### src/rtl/weight_loader.sv
`default_nettype none
// ============================================================================
// Module   : weight_loader
// Purpose  : Transmit side of the systolic-array weight-load protocol.
//            Collects one ROWS x COLS weight tile from the weight buffer over
//            a valid/ready stream, stages it, then shifts it into the PE
//            columns with a one-cycle skew per column, followed by the
//            per-column switch pulses that make the new tile live.
// Revision : 1.0 - initial release
//
// Build option:
//   WLOAD_AUTO_SWITCH_EN  defined   -> switch pulses follow the drive phase
//                                      automatically (skewed like accepts).
//                         undefined -> after driving, wait in ARMED until
//                                      switch_req, then pulse column c in the
//                                      c-th SWITCH cycle.
//
// Ports:
//   clk         in   clock
//   rst         in   asynchronous active-high reset
//   start       in   one-cycle request to load a tile (ignored while busy)
//   wb_valid    in   weight-buffer beat valid
//   wb_ready    out  loader accepts a beat this cycle (FILL only)
//   wb_data     in   one tile row, lane c = [c*DATA_WIDTH +: DATA_WIDTH]
//   switch_req  in   external switch request (manual-switch build only)
//   col_weight  out  per-column weight into the top PE
//   col_accept  out  per-column accept-weight strobe
//   col_switch  out  per-column switch pulse into the top PE
//   busy        out  FSM is not IDLE
//   done        out  one-cycle pulse once the tile is live
// ============================================================================
module weight_loader #(
  parameter int DATA_WIDTH = 16,
  parameter int ROWS       = 2,
  parameter int COLS       = 2
) (
  input  logic                       clk,
  input  logic                       rst,
  input  logic                       start,
  input  logic                       wb_valid,
  output logic                       wb_ready,
  input  logic [COLS*DATA_WIDTH-1:0] wb_data,
  input  logic                       switch_req,
  output logic [COLS*DATA_WIDTH-1:0] col_weight,
  output logic [COLS-1:0]            col_accept,
  output logic [COLS-1:0]            col_switch,
  output logic                       busy,
  output logic                       done
);

  // One counter serves as beat index (FILL), skew step k (DRIVE/SWITCH) and
  // switch index (manual SWITCH); its largest value is ROWS+COLS-1.
  localparam int CW = $clog2(ROWS + COLS + 1);
  localparam int RW = (ROWS > 1) ? $clog2(ROWS) : 1;

  localparam logic [CW-1:0] c_fill_last  = CW'(ROWS - 1);
  localparam logic [CW-1:0] c_drive_last = CW'(ROWS + COLS - 2);
  localparam logic [CW-1:0] c_sw_last    = CW'(COLS - 1);

  typedef enum logic [2:0] {
    S_IDLE   = 3'd0,
    S_FILL   = 3'd1,
    S_DRIVE  = 3'd2,
    S_ARMED  = 3'd3,
    S_SWITCH = 3'd4,
    S_DONE   = 3'd5
  } state_t;

  state_t                     r_state;
  state_t                     w_state_n;
  logic [CW-1:0]              r_cnt;
  logic [CW-1:0]              w_cnt_n;
  logic [COLS*DATA_WIDTH-1:0] r_stage   [ROWS];
  logic [COLS*DATA_WIDTH-1:0] w_stage_n [ROWS];

  logic [COLS*DATA_WIDTH-1:0] w_weight_n;
  logic [COLS-1:0]            w_accept_n;
  logic [COLS-1:0]            w_switch_n;

  // --------------------------------------------------------------------------
  // Next-state, counter and staging-buffer update
  // --------------------------------------------------------------------------
  always_comb begin
    w_state_n = r_state;
    w_cnt_n   = r_cnt;
    w_stage_n = r_stage;

    case (r_state)
      S_IDLE: begin
        if (start) begin
          w_state_n = S_FILL;
          w_cnt_n   = '0;
        end
      end

      S_FILL: begin
        if (wb_valid) begin
          w_stage_n[r_cnt[RW-1:0]] = wb_data;
          if (r_cnt == c_fill_last) begin
            w_state_n = S_DRIVE;
            w_cnt_n   = '0;
          end else begin
            w_cnt_n = r_cnt + 1'b1;
          end
        end
      end

      S_DRIVE: begin
        if (r_cnt == c_drive_last) begin
`ifdef WLOAD_AUTO_SWITCH_EN
          // Keep counting: the last column's switch sits at k = ROWS+COLS-1.
          w_state_n = S_SWITCH;
          w_cnt_n   = r_cnt + 1'b1;
`else
          w_state_n = S_ARMED;
          w_cnt_n   = '0;
`endif
        end else begin
          w_cnt_n = r_cnt + 1'b1;
        end
      end

      S_ARMED: begin
        if (switch_req) begin
          w_state_n = S_SWITCH;
          w_cnt_n   = '0;
        end
      end

      S_SWITCH: begin
`ifdef WLOAD_AUTO_SWITCH_EN
        w_state_n = S_DONE;
        w_cnt_n   = '0;
`else
        if (r_cnt == c_sw_last) begin
          w_state_n = S_DONE;
          w_cnt_n   = '0;
        end else begin
          w_cnt_n = r_cnt + 1'b1;
        end
`endif
      end

      S_DONE: begin
        w_state_n = S_IDLE;
        w_cnt_n   = '0;
      end

      default: begin
        w_state_n = S_IDLE;
        w_cnt_n   = '0;
      end
    endcase
  end

  // --------------------------------------------------------------------------
  // Output decode from the *next* state so the registered outputs line up
  // with the state they describe. Decoding from the next staging contents
  // lets k=0 use the bottom row in the same edge it is captured.
  // --------------------------------------------------------------------------
  always_comb begin
    int             w_k;
    logic [RW-1:0]  w_row;

    w_weight_n = '0;
    w_accept_n = '0;
    w_switch_n = '0;
    w_row      = '0;
    w_k        = int'(w_cnt_n);

    for (int c = 0; c < COLS; c++) begin
      // Column c is shifting during k = c .. c+ROWS-1, bottom row first so
      // that after ROWS shifts PE row r holds stage[r][c].
      if ((w_state_n == S_DRIVE) && (w_k >= c) && (w_k < c + ROWS)) begin
        w_row         = RW'(ROWS - 1 - (w_k - c));
        w_accept_n[c] = 1'b1;
        w_weight_n[c*DATA_WIDTH +: DATA_WIDTH] =
          w_stage_n[w_row][c*DATA_WIDTH +: DATA_WIDTH];
      end

`ifdef WLOAD_AUTO_SWITCH_EN
      // Switch lands the cycle after the column's last accept; it may
      // overlap accepts of later columns.
      if (((w_state_n == S_DRIVE) || (w_state_n == S_SWITCH)) &&
          (w_k == c + ROWS)) begin
        w_switch_n[c] = 1'b1;
      end
`else
      if ((w_state_n == S_SWITCH) && (w_k == c)) begin
        w_switch_n[c] = 1'b1;
      end
`endif
    end
  end

  // --------------------------------------------------------------------------
  // State and output registers
  // --------------------------------------------------------------------------
  always_ff @(posedge clk or posedge rst) begin
    if (rst) begin
      r_state    <= S_IDLE;
      r_cnt      <= '0;
      for (int r = 0; r < ROWS; r++) begin
        r_stage[r] <= '0;
      end
      wb_ready   <= 1'b0;
      col_weight <= '0;
      col_accept <= '0;
      col_switch <= '0;
      busy       <= 1'b0;
      done       <= 1'b0;
    end else begin
      r_state    <= w_state_n;
      r_cnt      <= w_cnt_n;
      r_stage    <= w_stage_n;
      wb_ready   <= (w_state_n == S_FILL);
      col_weight <= w_weight_n;
      col_accept <= w_accept_n;
      col_switch <= w_switch_n;
      busy       <= (w_state_n != S_IDLE);
      done       <= (w_state_n == S_DONE);
    end
  end

endmodule
`default_nettype wire

### config.mk
export PLATFORM = sky130hd
export DESIGN_NAME = weight_loader
export DESIGN_NICKNAME = d
export VERILOG_FILES = /design/src/rtl/weight_loader.sv
export SDC_FILE = /design/constraint.sdc
export NUM_CORES = 1
export LEC_CHECK = 0
export CORE_UTILIZATION = 45
export DETAILED_ROUTE_END_ITERATION = 6
export PLACE_DENSITY = 0.73
export SYNTH_ARGS = -nofsm -noshare
export SYNTH_HDL_FRONTEND = slang
export SYNTH_SLANG_ARGS = --single-unit
### constraint.sdc
create_clock -name clk -period 3.4 [get_ports clk]
set_input_delay 0.68 -clock clk [delete_from_list [all_inputs] [get_ports clk]]
set_output_delay 0.68 -clock clk [all_outputs]
set_load 0.05 [all_outputs]
Word-level counts from Yosys, hierarchy flattened
Cells that the tools add are included.
{ "classes": {"add_sub_neg": 4, "magnitude_cmp": 7, "n_eq_ne": 11, "n_mux": 30, "n_bitwise": 3, "n_reduce_logical": 9} }
{ "ops": {"columns": ["operator", "n"], "rows": [
  ["2-to-1 mux 32 bit", 4],
  ["2-to-1 mux 64 bit", 2],
  ["2-to-1 mux 16 bit", 5],
  ["bitwise mux 64 bit", 1],
  ["2-to-1 mux 3 bit", 11],
  ["demux 32 bit (select 1 bit)", 1],
  ["one-hot mux 3 bit (5 select lines)", 2],
  ["equality test 3 x 2 -> 1 bit, second input constant", 5],
  ["equality test 3 x 1 -> 1 bit, second input constant", 3],
  ["equality test 3 bit, second input constant", 3],
  ["greater-or-equal comparator 2 bit, second input constant", 3],
  ["logical AND 1 bit", 6],
  ["zero test 3 bit", 2],
  ["less-than comparator 3 x 2 -> 1 bit, second input constant", 2],
  ["inverter 1 -> 2 bit", 3],
  ["2-to-1 mux 1 bit", 4],
  ["adder 3 x 1 -> 3 bit, second input constant", 1],
  ["greater-or-equal comparator 3 x 1 -> 1 bit, second input constant", 1],
  ["nonzero test 3 bit", 1],
  ["less-than comparator 2 x 1 -> 1 bit, second input constant", 1],
  ["subtractor 1 bit, first input constant", 2],
  ["subtractor 1 bit, second input constant", 1]
]} }
{ "totals": {"register_bits": 109, "input_bits": 37, "output_inout_bits": 39} }

Longest topological paths before layout
Gate-level depths: netlist of the first run.
{ "logic_depth": {"depth_word": 12, "mapped_depth": 9, "depth_no_buf": 6} }

Least setup slack after synthesis of the first run
OpenSTA, ideal clock, no wires.
{ "synth_path": {"path_type": "input -> register", "startpoint": "in wb_valid", "endpoint": "reg col_weight[31]", "setup_ns": 0.073, "t_arrival_ns": 1.927, "path_slack_ns": 1.400, "cell_stages": 7, "n_path_buf": 2, "cell_sequence": "mux2_4 > a2111oi_1 > a211o_1 > buf_6 > buf_12 > nand3_2 > a21oi_2"} }
{ "synth_between": {"elab_chain_cells": 9, "elab_cells_between_ends": 18, "classes_between": "add/sub (2); order compare (2); eq/ne (1); mux (10); bitwise (1); reduce/logical (2)"} }
{ "synth_lines": {"columns": ["element", "line_no", "source"], "rows": [
  ["start, declared", "40", "input logic wb_valid,"],
  ["2-to-1 mux 3 bit", "97", "if (wb_valid) begin"],
  ["one-hot mux 3 bit (5 select lines)", "88", "case (r_state)"],
  ["subtractor 1 bit (2 in series)", "175", "w_row = RW'(ROWS - 1 - (w_k - c));"],
  ["inverter 1 -> 2 bit (implied by the code)", "178", "w_stage_n[w_row][c*DATA_WIDTH +: DATA_WIDTH];"],
  ["2-to-1 mux 32 bit (implied by the code) (3 in series)", "178", null],
  ["2-to-1 mux 16 bit *", "174", "if ((w_state_n == S_DRIVE) && (w_k >= c) && (w_k < c + ROWS)) begin"],
  ["net w_weight_n[31]", "76", "logic [COLS*DATA_WIDTH-1:0] w_weight_n;"],
  ["end signal, assigned", "217", "col_weight <= w_weight_n;"],
  ["end, declared", "44", "output logic [COLS*DATA_WIDTH-1:0] col_weight,"]
]} }
Mark *: on every way through the listed nets, which the timed path passes. The rest lies on a longest branch. The select of a mux whose other input is x is not followed.

Worst setup path in the final report of the first run
{ "layout_path": {"startpoint": "in wb_valid", "endpoint": "reg col_weight[24]"} }
Same word-level chain as after synthesis.

==> results of run 1 <==
worst reg2reg max path: stages, from the launching register on:
cell	delay (ns)
dfrtp_1	0.81
and4bb_1	0.32
o311a_1	0.31
a211o_2	0.48
buf_12	0.26
nor4_1	0.28
synth_stat cells, drive strengths merged (2+ instances only):
library cell / instances / area share [%]
nor3: 3 / 0.42
nor4bb: 3 / 0.62
o21ai: 2 / 0.21
nand2b: 3 / 0.39
buf: 27 / 4.6
nor2b: 3 / 0.39
mux2: 65 / 15
o211ai: 2 / 0.60
nor4: 17 / 3.9
nand3: 20 / 3.7
inv: 8 / 0.62
dfrtp: 109 / 57
a21oi: 21 / 3.4
nor2: 43 / 3.5
nand2: 20 / 1.6
layer usage:
layer | vias to the layer above | part of all wire, % | track usage, %
li1 | 1411 | - | -
met1 | 1579 | 45 | 23.7
met2 | 63 | 50 | 31.0
met3 | 8 | 4.2 | 5.32
met4 | 0 | 1.0 | 4.83
met5 | - | 0 | 0
logic make-up (layout without fill, tap and decap cells):
| family | after synthesis | count (layout) |
|---|---|---|
| buf+inv | 36 | 110 |
| mux | 65 | 65 |
| flops | 109 | 109 |
| simple gates | 119 | 119 |
| compound gates | 38 | 38 |
worst max path at each step:
stage / slack, ns / to / startpoint
global route: 0.70 / col_weight[0] / wb_valid
floorplan: 1.40 / busy / rst
CTS: 0.87 / col_weight[24] / wb_valid
finish: 0.85 / col_weight[24] / wb_valid
detailed placement: 0.50 / col_weight[16] / wb_valid
global placement: 0.53 / col_weight[0] / wb_valid
power by group through the flow:
| stage | combinational (uW) | clock (uW) | sequential, uW |
|---|---|---|---|
| 4_1_cts | 2820 | 847 | 2050 |
| 3_5_place_dp | 2810 | 0 | 2070 |
| 2_1_floorplan | 1950 | 0 | 2330 |
| 5_1_grt | 3020 | 897 | 2100 |
| 6_report | 2790 | 816 | 2040 |
| 3_3_place_gp | 2750 | 0 | 2050 |
cell type report:
class                   count  area [um2]
repair buffers             86         883
clock inverters             5        66.3
flip-flops and latches    109        2730
inverters                   8        33.8
fillers                   843        4450
clock buffers              11         151
well taps                 136         170
multi-input cells         222        1840
registers in the layout, indices dropped and copies added, names as in the netlist:
name,count
col_weight,32
col_switch,2
wb_ready,1
done,1
r_cnt,3
r_state,3
col_accept,2
busy,1
r_stage,64
through the flow:
step                      worst slack, ns  power [uW]  hold slack, ns
after detailed placement            0.495        4880           0.475
after global placement              0.527        4800           0.466
final                               0.851        5650           0.494
after global routing                0.699        6020           0.511
after CTS                           0.865        5710           0.497
after floorplan                      1.40        4280           0.455
==> out/results.tsv, run 1 <==
metric	value	unit
hold_path_depth	1	
synth-main-ff-cell	dfrtp_1	
intPower	3280	uW
die_area	11100	um2
pwr-share-seq	36.2	%
finish.utilization	56.9	%
syn_area_per_cell	13.1	um2
ir_drop	530	uV
r2r-start	r_state[2]	
synthMuxAreaShare	15.3	%
wl_per_cell	16.5	um
p_leak	0.00239	uW
comb_power_share	49.4	%
synth_compound_area_share	6.81	%
critical-path-top-delay-family	compound AO/OA/AOI/OAI gates	
yosysSeqAreaShare	56.7	%
io_pins	76	
hold_path.class	reg -> reg	
worst_setup_path_start_kind	input port	
reg2reg_depth	5	
clk_path_buf_depth	2	
final_common_cell	dfrtp_1	
synthXorXnorAreaFrac	0	%
ant_nets	0	
antenna_found_initial	0	
drv_cap	0	
final_nets	473	
track_usage	18.6	%
gp_congestion	0.794	
synthAdderAreaFrac	0	%
grt-ovfl-total	0	
drt-total-wl	9.53	mm
synth_top_family_by_area	simple AND/OR/NAND/NOR gates	
diodes	0	
grt_pass1_wl	15.9	mm
num_rows	37	
hp-start	r_stage[33]	
cts.sinks	109	
hold_viol	0	
instances_no_fill	577	
core_area	10300	um2
clkTransAtPathRegs	0.09	ns
rsz0062_at_grt	false	
grt_max_degree	43	
hold_buffers	0	
ff2ff_setup_slack	0.86	ns
drt_pass1_iterations	4	
fin_crit_sh	75.0	%
outcome	complete, no violations	
path_cells	clkdlybuf4s50_1, mux2_4, a2111oi_1, a211o_2, buf_12, nand3_2, a21oi_2	
clock_latency	0.36	ns
io_buffers	75	
ys_types	49	
numCtsBuffers	9	
yosys.area_share.simple	15.9	%
drt-initial-drc-count	91	
clock-root-buffer	clkbuf_8	
tightest_slew	0.767	ns
num_vias	3061	
die_w	105	um
ys_seq_elements	109	
layout_common_cells	dfrtp_1 (109), clkdlybuf4s50_1 (75), mux2_2 (62)	
placed_cells	561	
synth_nets	404	
dp_hpwl	6.17	mm
worstReg2RegEnd	col_weight[15]	
crit_type	in -> reg	
placed_area	5650	um2
start_util	46.6	%
cp_num_cells	7	
layout-drive-gt1-share	33.3	%
end_kind	flip-flop	
first_global_vias	3118	
slew_headroom	48.8	%
synth_cells	367	
drv_slew	0	
max_stage_delay	0.48	ns
fin_crit	2.55	ns
cts_tree	yes	
area_growth	22.0	%
power_switching_share	41.9	%
cp.required	3.69	ns
cp.arrival	2.84	ns
drc	0	
path_buf_inv	2	
fmax	392	MHz
worstHoldEndpoint	r_stage[33]	
post_cts_buffers	0	
slowest_stage	a211o_2	
fin_area	5870	um2
cellPowerDensity	963	nW/um2
die_y	105	um
htree_levels	3	
post_cts_resized	0	
ys_async_sr_fraction	100	%
clockPowerShare	14.4	%
ys_warn_count	0	
synth_edf_count	0	
clock_skew	0.0151	ns
viasPerCell	5.31	
finalSetupTns	0	ns
p_switching	2370	uW
syn-cell-area	4810	um2
critPathMaxFanout	20	
setup_viol	0	
(Power assumes the default switching activity.)
==> run 2, diff against run 1 <==
==> constraint.sdc (replaced) <==
create_clock -name clk -period 2.1 [get_ports clk]
set_input_delay 0.42 -clock clk [delete_from_list [all_inputs] [get_ports clk]]
set_output_delay 0.42 -clock clk [all_outputs]
set_load 0.05 [all_outputs]
==> out/results.tsv, run 2 (same netlist as run 1, synthesis figures left out) <==
metric	value	unit	change
hold_path.class	in -> async		
antenna_found_initial	0		unchanged
layout_common_cells	dfrtp_1 (106), clkdlybuf4s50_1 (75), mux2_2 (62)		
power_switching_share	41.5	%	-0.43 points
hold_buffers	0		unchanged
cts_tree	yes		
io_pins	76		unchanged
io_buffers	75		unchanged
setup_viol	0		unchanged
clock_skew	0.0138	ns	-0.00130 ns
grt_pass1_wl	16.3	mm	+2.7%
outcome	complete, no violations		
gp_congestion	0.803		+1.1%
wl_per_cell	16.3	um	-1.2%
intPower	5640	uW	+72%
critPathMaxFanout	18		-10%
drv_cap	0		unchanged
grt-ovfl-total	0		unchanged
track_usage	19.1	%	+0.50 points
tightest_slew	0.546	ns	-0.222 ns
die_y	105	um	unchanged
comb_power_share	53.3	%	+3.9 points
die_area	11100	um2	unchanged
end_kind	flip-flop		
rsz0062_at_grt	false		
numCtsBuffers	9		unchanged
crit_type	in -> reg		
grt_use_met2	31.5	%	+0.52 points
drc	0		unchanged
cellPowerDensity	1580	nW/um2	+64%
hold_viol	0		unchanged
cts.sinks	109		unchanged
top_regs	r_stage x64, col_weight x32		
ant_nets	0		unchanged
fmax	485	MHz	
clkTransAtPathRegs	0.10	ns	about the same
top_usage_layer	met2		
layout-drive-gt1-share	37.7	%	+4.4 points
crit_path_end	col_weight[7]		
worstSetupStartpoint	wb_valid		
first_global_vias	3191		+2.3%
pwr-share-seq	33.3	%	-2.9 points
fin_crit_sh	98.2	%	
viasPerCell	5.18		-2.4%
worstReg2RegEnd	col_weight[7]		
core_area	10300	um2	unchanged
post_cts_buffers	0		unchanged
finalSetupTns	0	ns	unchanged
diodes	0		unchanged
start_util	46.6	%	unchanged
top_register	r_stage		
drv_slew	0		unchanged
num_rows	37		unchanged
r2r-start	r_state[1]		
area_growth	26.8	%	
die_w	105	um	unchanged
drt-initial-drc-count	101		+11%
p_switching	4000	uW	+69%
grtUsageMet3	4.33	%	-0.99 points
ff2ff_setup_slack	0.10	ns	-0.76 ns
clockPowerShare	13.4	%	-1.0 points
clock_latency	0.37	ns	about the same
met1_usage	25.5	%	+1.8 points
reg2reg_depth	5		unchanged
slew_headroom	63.5	%	+15 points
post_cts_resized	0		unchanged
dp_hpwl	6.47	mm	+4.8%
largest_register_ffs	64		unchanged
cp.arrival	2.32	ns	-0.52 ns
clk_path_buf_depth	2		unchanged
cp.required	2.36	ns	-1.33 ns
drt_pass1_iterations	6		+2
drt-total-wl	9.71	mm	+1.9%
fin_total_pwr	9630	uW	+70%
htree_levels	3		unchanged
clock-root-buffer	clkbuf_8		
p_leak	0.00250	uW	+4.5%
worst_setup_path_start_kind	input port		
fin_crit	2.06	ns	
ir_drop	805	uV	+52%
final_nets	491		+3.8%
num_vias	3081		+0.65%
final_common_cell	dfrtp_1		
grt_max_degree	52		+21%
run 2: cell count changes in the layout (fill, tap and decap cells not counted), moves of 3 or more:
cell | previous run | this run
buf_4 | 7 | 18
buf_12 | 4 | 10
dfrtp_1 | 109 | 106
dfrtp_2 | 0 | 3
run 2: layout make-up:
class / instances / area, um2
fillers: 824 / 4220
flip-flops and latches: 109 / 2730
multi-input cells: 222 / 1860
repair buffers: 104 / 1100
well taps: 136 / 170
clock buffers: 9 / 124
clock inverters: 7 / 83.8
inverters: 8 / 33.8
run 2: worst max-delay path, stage by stage:
cell and delay [ns]:
clkdlybuf4s50_1 0.46, and4bb_2 0.29, o311a_1 0.29, a211o_2 0.37, buf_12 0.18, nor4_2 0.31
run 2: metal layers:
layer,part of all wire [%],vias to the layer above
met5,0,-
met4,1.2,0
met3,4.2,10
met2,48,76
met1,46,1537
li1,-,1458
run 2: power by group through the flow:
stage / logic (uW) / registers, uW / clock network [uW]
finish: 5140 / 3200 / 1290
global route: 5570 / 3290 / 1410
floorplan: 3160 / 3770 / 0
CTS: 5120 / 3210 / 1330
detailed placement: 5110 / 3240 / 0
global placement: 5020 / 3210 / 0
run 2: per-stage QoR:
step	cell area (um2)	utilization, %	cells	setup slack [ns]	hold WS, ns
floorplan	4810	-	367	0.257	0.455
global placement	5860	56.8	579	-0.282	0.467
detailed placement	5860	56.8	579	-0.296	0.477
CTS	6070	58.8	595	0.00372	0.345
global route	6100	59.1	595	0.0000757	0.358
finish	6100	59.1	595	0.0374	0.354
run 2: worst min-delay path by stage:
stage	start	to	cells after the start
2_1_floorplan	r_stage[33]	r_stage[33]	1
3_3_place_gp	r_stage[33]	r_stage[33]	1
3_5_place_dp	r_stage[33]	r_stage[33]	1
4_1_cts	rst	done	2
5_1_grt	rst	wb_ready	2
6_report	rst	done	2
==> run 3, diff against run 2 <==
--- a/config.mk
+++ b/config.mk
@@ -5,9 +5,12 @@
 export SDC_FILE = /design/constraint.sdc
 export NUM_CORES = 1
 export LEC_CHECK = 0
-export CORE_UTILIZATION = 45
+export CELL_PAD_IN_SITES_DETAIL_PLACEMENT = 1
+export CELL_PAD_IN_SITES_GLOBAL_PLACEMENT = 1
+export CORE_UTILIZATION = 39
 export DETAILED_ROUTE_END_ITERATION = 6
-export PLACE_DENSITY = 0.73
+export MAX_ROUTING_LAYER = met4
+export PLACE_DENSITY_LB_ADDON = 0.12
 export SYNTH_ARGS = -nofsm -noshare
 export SYNTH_HDL_FRONTEND = slang
 export SYNTH_SLANG_ARGS = --single-unit
==> out/results.tsv, run 3 (same netlist as run 1, synthesis figures left out) <==
metric	value	unit	change
outcome	complete, no violations		
largest_register_ffs	64		unchanged
fmax	490	MHz	+1.1%
max_stage_delay	0.46	ns	about the same
cp.required	2.34	ns	-0.02 ns
wl_per_cell	18.3	um	+12%
dp_hpwl	7.42	mm	+15%
drc	0		unchanged
p_leak	0.00265	uW	+5.9%
multi_input_area	1890	um2	+1.5%
cp.arrival	2.28	ns	-0.04 ns
p_switching	4260	uW	+6.6%
gp_congestion	0.813		+1.3%
clockPowerShare	17.1	%	+3.7 points
die_w	113	um	+7.3%
start_util	40.1	%	-6.5 points
placed_cells	594		+2.6%
comb_power_share	52.7	%	-0.6 points
grt_pass1_wl	18.6	mm	+14%
final_nets	505		+2.9%
layout_setup_ws	0.0601	ns	+0.0226 ns
drt_pass1_iterations	4		-2
fin_total_pwr	10700	uW	+11%
fin_crit_sh	97.1	%	-1.1 points
top_regs	r_stage x64, col_weight x32		
hold_viol	0		unchanged
instances_no_fill	620		+4.2%
fin_crit	2.04	ns	-0.0226 ns
critical-path-top-delay-family	simple AND/OR/NAND/NOR gates		
clock_skew	0.00894	ns	-0.00483 ns
end_kind	flip-flop		
first_global_vias	3408		+6.8%
critPathMaxFanout	9		-9
rsz0062_at_grt	true		
htree_levels	3		unchanged
ant_nets	0		unchanged
die_area	12800	um2	+15%
drt-initial-drc-count	169		+67%
power_switching_share	40.0	%	-1.5 points
io_pins	76		unchanged
cts.sinks	109		unchanged
ir_drop	741	uV	-8.0%
core_area	12000	um2	+16%
tightest_slew	0.532	ns	-0.0134 ns
clk_path_buf_depth	2		unchanged
finish.utilization	53.3	%	-5.8 points
drv_slew	0		unchanged
num_rows	40		+8.1%
path_buf_inv	2		unchanged
drv_cap	0		unchanged
crit_top_cell	buf_12		
viasPerCell	5.16		-0.29%
grt-ovfl-total	0		unchanged
top_register	r_stage		
area_growth	33.2	%	
die_y	113	um	+7.3%
fillCellCount	1216		+48%
intPower	6400	uW	+14%
path_cells	nand3b_1, nor3_4, buf_12, buf_12, mux2_2, nor2_1, nor4_4		
clock-root-buffer	clkbuf_16		
layout-drive-gt1-share	38.9	%	+1.2 points
pwr-share-seq	30.1	%	-3.2 points
final_common_cell	dfrtp_1		
hold_buffers	0		unchanged
dp_slack	-0.340	ns	-0.0445 ns
diodes	0		unchanged
grt_max_degree	73		+40%
clock_latency	0.35	ns	-0.02 ns
slew_headroom	64.4	%	+0.89 points
crit_type	reg -> reg		
regArea	2730	um2	unchanged
antenna_found_initial	0		unchanged
slowest_stage	dfrtp_2		
cts_tree	yes		
drt-total-wl	11.4	mm	+17%
hold_path.class	reg -> reg		
worst_setup_path_start_kind	flip-flop		
fin_hold_ws	0.495	ns	+0.141 ns
num_vias	3201		+3.9%
cellPowerDensity	1660	nW/um2	+5.4%
track_usage	19.7	%	+0.59 points
clkTransAtPathRegs	0.07	ns	-0.03 ns
io_buffers	75		unchanged
layout_common_cells	dfrtp_1 (106), clkdlybuf4s50_1 (74), mux2_2 (62)		
setup_viol	0		unchanged
numCtsBuffers	9		unchanged
run 3: cell count changes in the layout (fill, tap and decap cells not counted), moves of 3 or more:
cell | previous run | this run
buf_4 | 18 | 27
clkbuf_16 | 0 | 10
clkbuf_8 | 9 | 0
nor4_2 | 15 | 11
nor4_4 | 0 | 3
run 3: final timing paths:
kind                             start             to  slack, ns  cells after the start
setup / recovery            r_state[1]  col_weight[9]       0.06                      7
hold / removal             r_stage[33]    r_stage[33]       0.50                      1
setup reg to reg            r_state[1]  col_weight[9]       0.06                      7
hold reg to reg            r_stage[33]    r_stage[33]       0.50                      1
max in group asynchronous          rst     r_state[2]       1.15                      3
min in group asynchronous          rst       r_cnt[2]       0.55                      3
run 3: stage by stage:
| stage | setup TNS [ns] | instance area, um2 |
|---|---|---|
| 6_report | 0 | 6410 |
| 3_5_place_dp | -15.80 | 5910 |
| 2_1_floorplan | 0 | 4810 |
| 4_1_cts | 0 | 6220 |
| 3_3_place_gp | -15.19 | 5910 |
| 5_1_grt | -0.148 | 6410 |
run 3: layout make-up:
type,instances,share of cell area (%)
Multi-Input combinational cell,222,29.5
Timing Repair Buffer,118,19.5
Inverter,8,0.566
Tap cell,147,2.87
Clock buffer,11,3.63
Sequential cell,109,42.6
Clock inverter,5,1.29
run 3: layer usage:
| metal | global-route usage [%] | part of all wire, % | up-vias |
|---|---|---|---|
| met5 | - | 0 | - |
| met3 | 4.28 | 3.2 | 9 |
| met1 | 26.5 | 47 | 1657 |
| met4 | 6.05 | 1.0 | 0 |
| met2 | 29.8 | 48 | 52 |
| li1 | - | - | 1483 |
run 3: timing repair:
item | 4_1_cts | 5_1_grt
setup endpoints to repair | 2 | 32
pin swaps | 0 | 3
buffers inserted | 0 | 9
cloned | 0 | 1
resized for setup | 1 | 15
run 3: power by group through the flow:
stage / clock network [uW] / logic, uW / registers (uW)
2_1_floorplan: 0 / 3160 / 3770
3_3_place_gp: 0 / 5200 / 3240
3_5_place_dp: 0 / 5290 / 3280
4_1_cts: 1890 / 5320 / 3250
5_1_grt: 1950 / 6050 / 3310
6_report: 1830 / 5620 / 3210
